## src/rtl/alu_muldiv_sequencer.sv

```systemverilog
// Multicycle unsigned shift-add multiply / restoring divide that borrows an external
// ripple ALU as its only adder: one ALU op and one result bit per RUN cycle.
module alu_muldiv_sequencer #(
  parameter int          N      = 32,
  parameter logic [3:0]  OP_ADD = 4'b0010,
  parameter int          CW     = 6
) (
  input  logic         clk_i,
  input  logic         rst_i,
  input  logic         start_i,
  input  logic         op_i,
  input  logic [N-1:0] a_i,
  input  logic [N-1:0] b_i,
  output logic         busy_o,
  output logic         done_o,
  output logic [N-1:0] hi_o,
  output logic [N-1:0] lo_o,
  output logic         div0_o,
  output logic [N-1:0] alu_a_o,
  output logic [N-1:0] alu_b_o,
  output logic         alu_c_o,
  output logic         alu_invert_o,
  output logic         alu_less_o,
  output logic [3:0]   alu_operacion_o,
  input  logic [N-1:0] alu_resultado_i,
  input  logic         alu_c_i
);

  typedef enum logic [1:0] {IDLE, RUN, DONE} state_t;

  state_t         state, state_nx;
  logic [N-1:0]   h, l, m, dvs, hi_q, lo_q;
  logic           mode, div0, div0_q;
  logic [CW-1:0]  cnt;
  logic [N-1:0]   s;
  logic           q;

  // Divide step: shifted partial remainder, and quotient bit (an overflowed H bit
  // means the shifted value already exceeds any N-bit divisor).
  assign s = {h[N-2:0], l[N-1]};
  assign q = h[N-1] | alu_c_i;

  always_comb begin
    state_nx     = state;
    alu_a_o      = '0;
    alu_b_o      = '0;
    alu_c_o      = 1'b0;
    alu_invert_o = 1'b0;
    case (state)
      IDLE: if (start_i) state_nx = RUN;
      RUN: begin
        if (mode) begin
          alu_a_o      = s;
          alu_b_o      = dvs;
          alu_c_o      = 1'b1;
          alu_invert_o = 1'b1;
        end else begin
          alu_a_o = h;
          alu_b_o = m;
        end
        if (cnt == CW'(N-1)) state_nx = DONE;
      end
      DONE:    state_nx = IDLE;
      default: state_nx = IDLE;
    endcase
  end

  assign alu_less_o      = 1'b0;
  assign alu_operacion_o = OP_ADD;
  assign busy_o          = (state == RUN);
  assign done_o          = (state == DONE);
  // Results are visible combinationally in DONE, then held from the shadow copies.
  assign hi_o            = done_o ? h    : hi_q;
  assign lo_o            = done_o ? l    : lo_q;
  assign div0_o          = done_o ? div0 : div0_q;

  always_ff @(posedge clk_i) begin
    if (rst_i) begin
      state  <= IDLE;
      h      <= '0;
      l      <= '0;
      m      <= '0;
      dvs    <= '0;
      hi_q   <= '0;
      lo_q   <= '0;
      mode   <= 1'b0;
      div0   <= 1'b0;
      div0_q <= 1'b0;
      cnt    <= '0;
    end else begin
      state <= state_nx;
      case (state)
        IDLE: if (start_i) begin
          dvs    <= b_i;
          mode   <= op_i;
          h      <= '0;
          l      <= op_i ? a_i : b_i;
          if (!op_i) m <= a_i;
          cnt    <= '0;
          div0   <= op_i && (b_i == '0);
          div0_q <= 1'b0;
        end
        RUN: begin
          cnt <= cnt + CW'(1);
          if (mode) begin
            h <= q ? alu_resultado_i : s;
            l <= {l[N-2:0], q};
          end else if (l[0]) begin
            h <= {alu_c_i, alu_resultado_i[N-1:1]};
            l <= {alu_resultado_i[0], l[N-1:1]};
          end else begin
            h <= {1'b0, h[N-1:1]};
            l <= {h[0], l[N-1:1]};
          end
        end
        DONE: begin
          hi_q   <= h;
          lo_q   <= l;
          div0_q <= div0;
        end
        default: ;
      endcase
    end
  end

endmodule

```

## config.mk

```make
export PLATFORM = sky130hd
export DESIGN_NAME = alu_muldiv_sequencer
export DESIGN_NICKNAME = d
export VERILOG_FILES = /design/src/rtl/alu_muldiv_sequencer.sv
export SDC_FILE = /design/constraint.sdc
export NUM_CORES = 1
export LEC_CHECK = 0
export ABC_AREA = 1
export CAP_MARGIN = 20
export CORE_ASPECT_RATIO = 0.8
export CORE_UTILIZATION = 35
export DETAILED_ROUTE_END_ITERATION = 10
export PLACE_DENSITY_LB_ADDON = 0.15
export SYNTH_ARGS = -nofsm -noshare
export SYNTH_HDL_FRONTEND = slang
export SYNTH_SLANG_ARGS = --single-unit
```

## constraint.sdc

```tcl
create_clock -name clk_i -period 1.8 [get_ports clk_i]
set_input_delay 0.36 -clock clk_i [delete_from_list [all_inputs] [get_ports clk_i]]
set_output_delay 0.36 -clock clk_i [all_outputs]
set_load 0.03 [all_outputs]
```

Word-level counts from Yosys, hierarchy flattened
Cells that the tools add are included.
{"block": "totals", "register_bits": 203, "out_inout_bits": 138, "input_bits": 101}
{"block": "op_classes", "addsub": 1, "eq_ne": 5, "bitwise": 2, "n_reduce_logical": 10, "muxes": 26}
{"operator": "32-bit 2-to-1 mux", "n": 14}
{"operator": "32-bit one-hot mux with 2 select lines", "n": 2}
{"operator": "32-bit logical NOT", "n": 1}
{"operator": "6-bit one-hot mux with 2 select lines", "n": 1}
{"operator": "2-bit AND reduction", "n": 4}
{"operator": "6-bit by 1-bit adder with 6-bit output (second input constant)", "n": 1}
{"operator": "6-bit by 5-bit == test with 1-bit output (second input constant)", "n": 1}
{"operator": "6-bit 2-to-1 mux", "n": 1}
{"operator": "1-bit 2-to-1 mux", "n": 4}
{"operator": "2-bit 2-to-1 mux", "n": 2}
{"operator": "2-bit one-hot mux with 2 select lines", "n": 1}
{"operator": "2-bit nonzero test", "n": 2}
{"operator": "3-bit AND reduction", "n": 1}
{"operator": "2-bit by 1-bit == test with 1-bit output (second input constant)", "n": 1}
{"operator": "2-bit == test (second input constant)", "n": 1}
{"operator": "2-bit logical NOT", "n": 1}
{"operator": "2-bit by 1-bit inequality test with 1-bit output (second input constant)", "n": 1}
{"operator": "2-bit inequality test (second input constant)", "n": 1}
{"operator": "1-bit one-hot mux with 2 select lines", "n": 1}
{"operator": "1-bit logical AND", "n": 1}
{"operator": "1-bit inverter", "n": 1}
{"operator": "1-bit bitwise OR", "n": 1}

Logic depth before layout (Yosys ltp)
{"block": "logic_depth", "depth_word": 4, "mapped_depth": 8, "mapped_depth_nobuf": 8}

Worst setup path before layout
Ideal clock, no wire load.
{"block": "synth_path", "kind": "register to output", "start": "register mode", "end": "output port alu_invert_o", "stages_incl_launch_ff": 7, "arrival_ns": 1.623, "path_slack_ns": -0.183, "t_required_ns": 1.440, "path_cell_list": "dfxtp_1 > buf_2 > buf_2 > clkinv_1 > buf_2 > nor2_1 > buf_4"}
{"block": "synth_via", "elab_chain_len": 2}
{"item": "start, declared", "line_no": "33", "source": "logic mode, div0, div0_q;"}
{"item": "start signal, assigned", "line_no": "95", "source": "mode <= op_i;"}
{"item": "1-bit 2-to-1 mux (2 in series)"}
{"item": "end, declared", "line_no": "22", "source": "output logic alu_invert_o,"}
Every way passes these cells.

Worst setup path in the final report
{"block": "layout_path", "start": "register state[0]", "end": "output port hi_o[3]"}
{"block": "layout_via", "elab_chain_len": 2}
{"item": "start, declared", "line_no": "31", "source": "state_t state, state_nx;"}
{"item": "start signal, assigned", "line_no": "91", "source": "state <= state_nx;"}
{"item": "2-bit == test", "line_no": "71", "source": "assign done_o = (state == DONE);"}
{"item": "32-bit 2-to-1 mux"}
{"item": "end, declared", "line_no": "16", "source": "output logic [N-1:0] hi_o,"}
Every way passes these cells.

==> qor.txt <==
RePlAce Congestion: 0.845
Final ANT Viol Nets: 0
Initial Util: 35.6%
P&R area growth vs syn: 56.1%
Pwr Density: 725 nW/µm²
Sequential area share after synthesis: 37.5%
Drt pass-1 iters: 5
Slew Viols, Final: 0
Seq cells post-synth: 203
Hold Slack: 0.222 ns
Net Sw Power: 0.00369 W
Clk root buf: clkbuf_16
Syn Area/Cell: 6.72 µm²
Die Height: 159 µm
Worst-Margin Slew: 0.650 ns
Clock group share of total power: 38.3%
Post-synthesis xor/xnor area fraction: 0%
Bufs on Longest Clock Path: 3
Vias in the first global route: 10,884
Leak: 7.85 nW
Post-Syn Instances: 1,611
CP arrival: 1.86 ns
DP HPWL: 24.8 mm
Run status: finished with violations
Global-route wire length before repair: 63.3 mm
Via count: 11,616
Crit path launch: state[0]
Final setup vio count: 133
Die ar.: 31,600 µm²
Worst Setup End Kind: output port
Rows: 57
Share of cells above drive strength 1: 28.3%
H-tree depth: 1
Largest net degree at the start of global routing: 103
Core area: 30,400 µm²
Grt total ovfl: 0
CP required: 1.44 ns
Max cap viols: 0
WL final: 41.9 mm
Unrepaired setup endpoints after global routing: yes
Synth Warn #: 0
CTS tree: done
Residual DRC: 0
Die width: 199 µm
Mux contribution to synthesized area: 0%
Wire per inst: 18.1 µm
Number of antenna violations at the first check in global routing: 2
Clk_lat worst skew: 0.53 ns
Peak VDD IR: 0.633 mV
Seq pwr share: 40.5%
Slew HR: 56.6%
Via density: 5.02
Fin nets: 1,988
Worst hold path type: in -> reg
CP Class: reg -> out
Crit-path max FO: 11
CTS sink count: 203
Failing checks: negative setup slack
Max Clock Freq: 451 MHz
Hold violation total from the final report: 0
Synth Area in Compound Gates: 23.4%
Min-delay src: rst_i
Syn Std Cell Area: 10,800 µm²
Adder-cell share of the synthesized area: 0.116%
Critical Path Source Type: flip-flop
Fin worst setup slack: -0.418 ns
Final Cycle Share: 123%
Port buffer count: 233
P_int: 0.00857 W
Max Clock Skew: 0.0239 ns
1st-iter DRT viols: 836
Post-synthesis cell type count: 34
Commonest cells after routing, fill and taps aside: nand2_1 (280), dfxtp_1 (200), inv_1 (194), nor2_1 (157), buf_4 (113)
Min cycle time layout: 2.22 ns
Largest family of logic cells by synthesized area: simple AND/OR/NAND/NOR gates
Top Ports: 239
Simple-gate portion of the synthesized area: 25.2%
Gate power share: 21.3%
Clk slew on worst S/H paths: 0.06 ns
Switching fraction of total power: 30.1%
Commonest non-fill, non-tap cell in the layout: nand2_1
CTS buffer count: 25
Reg-to-Reg Start: state[0]
Total Power: 0.0123 W
Gr usage total: 25.4%
power by group through the flow:
stage	Sequential [W]	Clock, W	Combinational (W)
global placement	0.00500	0	0.00192
global route	0.00499	0.00495	0.00280
floorplan	0.00493	0	0.00118
detailed placement	0.00500	0	0.00193
finish	0.00496	0.00469	0.00260
CTS	0.00494	0.00478	0.00253
registers in the layout (all words and copies together), names as in the netlist:
signal  flops
h          32
lo_q       32
l          32
state       2
mode        1
div0_q      1
dvs        32
div0        1
cnt         6
m          32
hi_q       32
cells in the mapped netlist (all sizes together):
| library cell | number | area, µm² |
|---|---|---|
| a22oi | 1 | 7.51 |
| nor3 | 2 | 10.0 |
| buf | 82 | 469 |
| nand2 | 313 | 1180 |
| inv | 221 | 830 |
| o211ai | 93 | 698 |
| a211oi | 2 | 15.0 |
| o22ai | 31 | 194 |
| a21boi | 1 | 7.51 |
| conb | 2 | 7.51 |
| o21ai | 135 | 878 |
| clkbuf | 44 | 180 |
| a21oi | 147 | 736 |
| or2 | 64 | 400 |
| ha | 1 | 12.5 |
| dfxtp | 203 | 4060 |
| nand3 | 73 | 378 |
| nand4 | 3 | 18.8 |
| clkinv | 1 | 3.75 |
| nor2 | 192 | 733 |
cell type report:
cell class | instances | area [µm²]
Fill cell | 2883 | 13500
Multi-Input combinational cell | 1064 | 6320
Timing Repair Buffer | 369 | 4370
Sequential cell | 203 | 4070
Inverter | 222 | 876
Clock buffer | 37 | 721
Tap cell | 413 | 517
Timing Repair inverter | 1 | 11.3
Clock inverter | 1 | 8.76
Antenna cell | 2 | 5.00
routing by layer:
metal  track usage [%]  wire (µm)  part of all wire (%)  vias to the layer above
li1                  -          -                     -                     5744
met1              38.7      20700                    49                     5448
met2              36.3      17600                    42                      367
met3              4.41       2610                   6.2                       57
met4              6.64        965                   2.3                        0
met5                 0          0                     0                        -
critical path, stage by stage (launching register included):
cell and delay [ns]:
dfxtp_2 0.33, inv_4 0.07, nand2_8 0.07, buf_12 0.13, buf_12 0.15, clkbuf_16 0.19
o21ai_2 0.13, inv_1 0.08, buf_6 0.14
worst paths after layout:
check | end | slack, ns | depth (start not counted)
worst min-delay path | state[1] | 0.22 | 4
worst max register to register | l[11] | 0.03 | 8
worst max-delay path | hi_o[3] | -0.42 | 8
worst min register to register | div0 | 0.48 | 2
logic make-up (layout without fill, tap and decap cells):
group,after synthesis,in the layout
buffers and inverters,348,630
DFF,203,203
and+or+nand+nor,647,648
adders and majority gates,1,1
other,2,7
AOI/OAI and AO/OA,410,410
per-stage QoR:
stage / utilization (%) / setup TNS (ns) / worst slack (ns) / cells / cell area (µm²)
5_1_grt: 55.6 / -49.81 / -0.465 / 2311 / 16900
6_report: 55.6 / -43.57 / -0.418 / 2312 / 16900
3_5_place_dp: 44.3 / -8.27 / -0.274 / 2198 / 13400
3_3_place_gp: 44.3 / -7.84 / -0.278 / 2198 / 13400
4_1_cts: 54.3 / -46.43 / -0.434 / 2303 / 16500
2_1_floorplan: - / -0.0110 / -0.0110 / 1614 / 10800
timing repair:
item,CTS,global route
cloned,30,6
pin swaps,33,33
setup buffers,37,10
hold buffers,0,0
setup endpoints to repair,133,140
resized for setup,342,111
Power figures use the tool's default switching activity.
